--- config.mk ---
export PLATFORM = sky130hd
export DESIGN_NAME = multu_seq_param
export DESIGN_NICKNAME = d
export VERILOG_FILES = /design/src/rtl/mult_pkg.sv /design/src/rtl/twos_negate.sv /design/src/rtl/multu_seq_param.sv
export SDC_FILE = /design/constraint.sdc
export NUM_CORES = 1
export LEC_CHECK = 0
export BUFFER_PORTS_ARGS = -buffer_cell sky130_fd_sc_hd__buf_2
export CAP_MARGIN = 20
export CORE_ASPECT_RATIO = 0.75
export CORE_UTILIZATION = 40
export DETAILED_ROUTE_END_ITERATION = 6
export GPL_TIMING_DRIVEN = 0
export SLEW_MARGIN = 20
export SYNTH_ARGS = -nofsm -noshare
export SYNTH_HDL_FRONTEND = slang
export SYNTH_HIERARCHICAL = 1
export SYNTH_SLANG_ARGS = --single-unit
export TNS_END_PERCENT = 5
--- constraint.sdc ---
create_clock -name clk -period 4 [get_ports clk]
set_input_delay 0.8 -clock clk [delete_from_list [all_inputs] [get_ports clk]]
set_output_delay 0.8 -clock clk [all_outputs]
set_load 0.01 [all_outputs]
--- src/rtl/mult_pkg.sv ---
// Shared definitions for the sequential multiplier:
// FSM state encoding and a counter-width helper.
package mult_pkg;

    typedef enum logic [1:0] {
        ST_IDLE = 2'd0,
        ST_RUN  = 2'd1,
        ST_FIX  = 2'd2,
        ST_DONE = 2'd3
    } state_e;

    function automatic int clog2(input int n);
        int r;
        r = 0;
        while ((1 << r) < n) r++;
        return r;
    endfunction

endpackage

--- src/rtl/twos_negate.sv ---
// Conditional two's-complement negate, used for operand
// magnitude and for the final sign fix-up of the product.
module twos_negate #(
    parameter int N = 8
) (
    input  logic         cond,
    input  logic [N-1:0] x,
    output logic [N-1:0] y
);

    assign y = cond ? (~x + N'(1)) : x;

endmodule

--- src/rtl/multu_seq_param.sv ---
// Iterative shift-add multiplier, one multiplier bit per cycle,
// with optional signed mode and a start/done handshake.
module multu_seq_param
    import mult_pkg::*;
#(
    parameter int WIDTH     = 32,
    parameter bit SIGNED_EN = 1'b1
) (
    input  logic             clk,
    input  logic             reset,
    input  logic             start,
    input  logic             is_signed,
    input  logic [WIDTH-1:0] a,
    input  logic [WIDTH-1:0] b,
    output logic             busy,
    output logic             done,
    output logic [WIDTH-1:0] prod_hi,
    output logic [WIDTH-1:0] prod_lo
);

    localparam int CW = clog2(WIDTH + 1);

    state_e           state_q;
    logic [CW-1:0]    cnt_q;
    logic [WIDTH-1:0] mcand_q;
    logic [WIDTH-1:0] mplier_q;
    logic [WIDTH-1:0] acc_hi_q;
    logic [WIDTH-1:0] acc_lo_q;
    logic             neg_q;
    logic             busy_q;
    logic             done_q;
    logic [WIDTH-1:0] prod_hi_q;
    logic [WIDTH-1:0] prod_lo_q;

    logic [WIDTH-1:0]   a_abs_d;
    logic [WIDTH-1:0]   b_abs_d;
    logic               neg_d;
    logic [2*WIDTH-1:0] fix_d;
    logic [WIDTH:0]     sum_d;
    logic [WIDTH-1:0]   acc_hi_d;
    logic [WIDTH-1:0]   acc_lo_d;

    generate
        if (SIGNED_EN) begin : g_sgn
            logic a_neg;
            logic b_neg;
            assign a_neg = is_signed & a[WIDTH-1];
            assign b_neg = is_signed & b[WIDTH-1];
            assign neg_d = a_neg ^ b_neg;
            twos_negate #(.N(WIDTH)) u_abs_a (
                .cond (a_neg),
                .x    (a),
                .y    (a_abs_d)
            );
            twos_negate #(.N(WIDTH)) u_abs_b (
                .cond (b_neg),
                .x    (b),
                .y    (b_abs_d)
            );
            twos_negate #(.N(2*WIDTH)) u_fix (
                .cond (neg_q),
                .x    ({acc_hi_q, acc_lo_q}),
                .y    (fix_d)
            );
        end else begin : g_uns
            assign a_abs_d = a;
            assign b_abs_d = b;
            assign neg_d   = 1'b0;
            assign fix_d   = {acc_hi_q, acc_lo_q};
        end
    endgenerate

    // The extra carry bit is shifted down into acc_hi each step.
    assign sum_d    = {1'b0, acc_hi_q}
                    + ({1'b0, mcand_q} & {(WIDTH+1){mplier_q[0]}});
    assign acc_hi_d = sum_d[WIDTH:1];
    assign acc_lo_d = {sum_d[0], acc_lo_q[WIDTH-1:1]};

    always_ff @(posedge clk or negedge reset) begin
        if (!reset) begin
            state_q   <= ST_IDLE;
            cnt_q     <= '0;
            mcand_q   <= '0;
            mplier_q  <= '0;
            acc_hi_q  <= '0;
            acc_lo_q  <= '0;
            neg_q     <= 1'b0;
            busy_q    <= 1'b0;
            done_q    <= 1'b0;
            prod_hi_q <= '0;
            prod_lo_q <= '0;
        end else begin
            unique case (state_q)
                ST_IDLE, ST_DONE: begin
                    done_q <= 1'b0;
                    busy_q <= 1'b0;
                    state_q <= ST_IDLE;
                    if (start) begin
                        state_q  <= ST_RUN;
                        busy_q   <= 1'b1;
                        cnt_q    <= '0;
                        mcand_q  <= a_abs_d;
                        mplier_q <= b_abs_d;
                        neg_q    <= neg_d;
                        acc_hi_q <= '0;
                        acc_lo_q <= '0;
                    end
                end
                ST_RUN: begin
                    if (cnt_q == CW'(WIDTH)) begin
                        state_q <= ST_FIX;
                    end else begin
                        acc_hi_q <= acc_hi_d;
                        acc_lo_q <= acc_lo_d;
                        mplier_q <= mplier_q >> 1;
                        cnt_q    <= cnt_q + CW'(1);
                    end
                end
                ST_FIX: begin
                    prod_hi_q <= fix_d[2*WIDTH-1:WIDTH];
                    prod_lo_q <= fix_d[WIDTH-1:0];
                    busy_q    <= 1'b0;
                    done_q    <= 1'b1;
                    state_q   <= ST_DONE;
                end
                default: state_q <= ST_IDLE;
            endcase
        end
    end

    assign busy    = busy_q;
    assign done    = done_q;
    assign prod_hi = prod_hi_q;
    assign prod_lo = prod_lo_q;

endmodule

==> run summary <==
Arr. time, crit path = 3.85 ns
synthesized area = 0.0131 sq mm
post-synthesis mux area share = 11.0%
All-Layer GR Usage = 21.0%
Leakage = 6.74 nW
post-CTS setup buffers = 0
Die Footprint = 0.0334 sq mm
Mapped Nets = 1386
hold_buf cts = 0
Adder-Cell Fraction of Synth Area = 3.98%
most common cell after layout, fill and taps aside = dfrtp_1
Layout Cells excl Fill = 1888
initial antenna violation count = 0
critical path type = reg -> reg
Register Area = 0.00508 sq mm
# DRC = 0
internal reg-to-reg setup slack = 0.58 ns
post-place setup slack = 0.541 ns
Worst-Skew Late Latency = 0.53 ns
Clock Pin Slew Worst Setup and Hold Paths = 0.06 ns
Worst Max-Slew Pin Slew = 0.816 ns
number of buffers added on ports = 133
Area contributors post-synth = dfrtp_1, xnor2_1, mux2_2, ha_1, nand2_1
nets@finish = 1546
total CTS buffers = 23
Rows = 56
clk root buf = clkbuf_16
Die W = 211 microns
final non-filler cell area = 0.0151 sq mm
met3 WL = 1550 microns
met2 routed WL = 14600 microns
FF-to-FF End = acc_hi_q[23]
final worst slack = 0.577 ns
largest family of logic cells by synthesized area = compound AO/OA/AOI/OAI gates
Cells after Synth = 1277
initial core utilization = 41.2%
PwrDens = 717 mW/mm^2
xor/xnor share of the synthesized area = 9.98%
Worst Hold Class = in -> async
status = finished clean
ANT cells = 0
Layout Skew = 0.0217 ns
Yosys reg bits = 203
layout cells sized above 1 = 24.7%
fin crit period = 3.42 ns
met1 wire length = 18100 microns
Clock Tree Buf Depth = 3
Yosys cell types = 85
fin crit share = 85.6%
Compound-Gate Fraction of Synth Area = 17.5%
Final ANT Viol Nets = 0
Hold WS = 0.193 ns
Initial DRT Pass Iterations = 5
Max Cap Viol = 0
routed wire length = 34700 microns
RD Place Congestion = 0.907
Yosys warnings = 6
htree depth = 1
HPWL Detailed = 26700 microns
Crit Reg-Reg Startpoint = mplier_q[0]
clk sinks = 203
multi-input logic area = 0.00762 sq mm
vias in the first global route = 9868
global route total overflow = 0
initial drt markers = 594
Area after DPL = 0.0144 sq mm
max frequency = 292 MHz
asr flop ratio synth = 100%
post-synth top area cell = dfrtp_1
CTS tree = done
per-cell routed wire length = 18.4 microns
Max FO, Critical Path = 10
highest metal used = met4
vias per cell = 5.49
RSZ-0062 raised after global routing = false
DP Cell Count = 1847
most frequent cells in the layout = dfrtp_1, buf_2, xnor2_1, nand2_1, mux2_2
Primary FF master, synth = dfrtp_1
I/O Pins = 134
nature of the critical path startpoint = register
Vias = 10400
Power Total = 10.8 mW
relative slew slack = 45.6%
crit end category = register
R2R depth = 12
Final Hold Vio Count = 0
worst path required time = 4.42 ns
EDFF count, synth = 0
syn_area_per_cell = 10.2 sq um
Post-CTS Resized = 0
Syn-to-layout area delta = 15.3%
Worst IR Drop VDD = 0.000373 V
chip height = 159 microns
Final Max Tran Viols = 0
post-synthesis sequential area ratio = 38.8%
fill cell count = 3031
first-pass GRT wire length = 55500 microns
launch point of the critical path = mplier_q[0]
simple-gate share of the synthesized area = 15.8%
post-synth top area share = 38.8%
largest net degree at the start of global routing = 77
Setup violations, final = 0
Core Region = 0.0317 sq mm
## registers in the layout, summed over array words and instances, names as in the netlist, 2 cells and up
register / cells
prod_lo: 32
prod_hi: 32
acc_lo_q: 32
acc_hi_q: 32
state_q: 2
mplier_q: 32
mcand_q: 32
cnt_q: 6
## cell usage after synthesis (34+ instances only)
library cell and count:
clkbuf_1 36, a21oi_1 34, a22o_1 34, and2_1 35, nand2_1 130, dfrtp_1 203
xnor2_1 134, mux2_2 97, o21ai_0 94, ha_1 40, o31ai_1 38, mux2i_1 34
nor2_1 34
## per-layer routing
metal,GRT usage (%),vias to the layer above
met5,0,-
met4,3.69,0
met3,2.31,37
met2,31.2,247
met1,32.6,5079
li1,-,4995
## worst max path at each step
stage,end,slack (ns)
2_1_floorplan,acc_hi_q[23],1.13
3_3_place_gp,mcand_q[6],-1.33
3_5_place_dp,acc_hi_q[23],0.54
4_1_cts,acc_hi_q[23],0.54
5_1_grt,acc_hi_q[23],0.34
6_report,acc_hi_q[23],0.58
## cells by family (layout without fill, tap and decap cells)
| logic type | count (synthesis) | after routing |
|---|---|---|
| buf+inv | 91 | 267 |
| flops | 203 | 203 |
| simple gates | 352 | 352 |
| xor+xnor | 149 | 149 |
| compound gates | 310 | 310 |
| mux | 131 | 131 |
| fa+ha+maj | 41 | 41 |
## stage by stage
step / util [%] / TNS, ns
3_3_place_gp: 45.0 / -264.59
2_1_floorplan: - / 0
6_report: 47.5 / 0
5_1_grt: 47.5 / 0
4_1_cts: 47.5 / 0
3_5_place_dp: 45.2 / 0
## report_power, final
group | total, mW | internal, mW | leakage (nW) | switching (mW)
Combinational | 5.55 | 2.27 | 3.70 | 3.27
Sequential | 3.23 | 2.65 | 2.69 | 0.581
Clock | 2.04 | 1.17 | 0.353 | 0.864
## worst max-delay path, cell delays in order (launching register included)
cell	delay [ns]
dfrtp_1	0.43
clkbuf_1	0.31
and2_1	0.27
ha_1	0.24
inv_1	0.07
fa_1	0.40
and2b_1	0.24
o211ai_2	0.12
a31oi_4	0.30
a221o_2	0.27
a21oi_2	0.10
or3_1	0.31
a32o_1	0.26
## area by class of cell
| type | count | area share (%) |
|---|---|---|
| clock buffers | 31 | 4.15 |
| clock inverters | 10 | 0.656 |
| well taps | 435 | 3.61 |
| plain buffers | 68 | 1.91 |
| repair buffers | 135 | 4.85 |
| multi-input cells | 983 | 50.6 |
| inverters | 23 | 0.573 |
| flip-flops and latches | 203 | 33.7 |
Power figures use the tool's default switching activity.
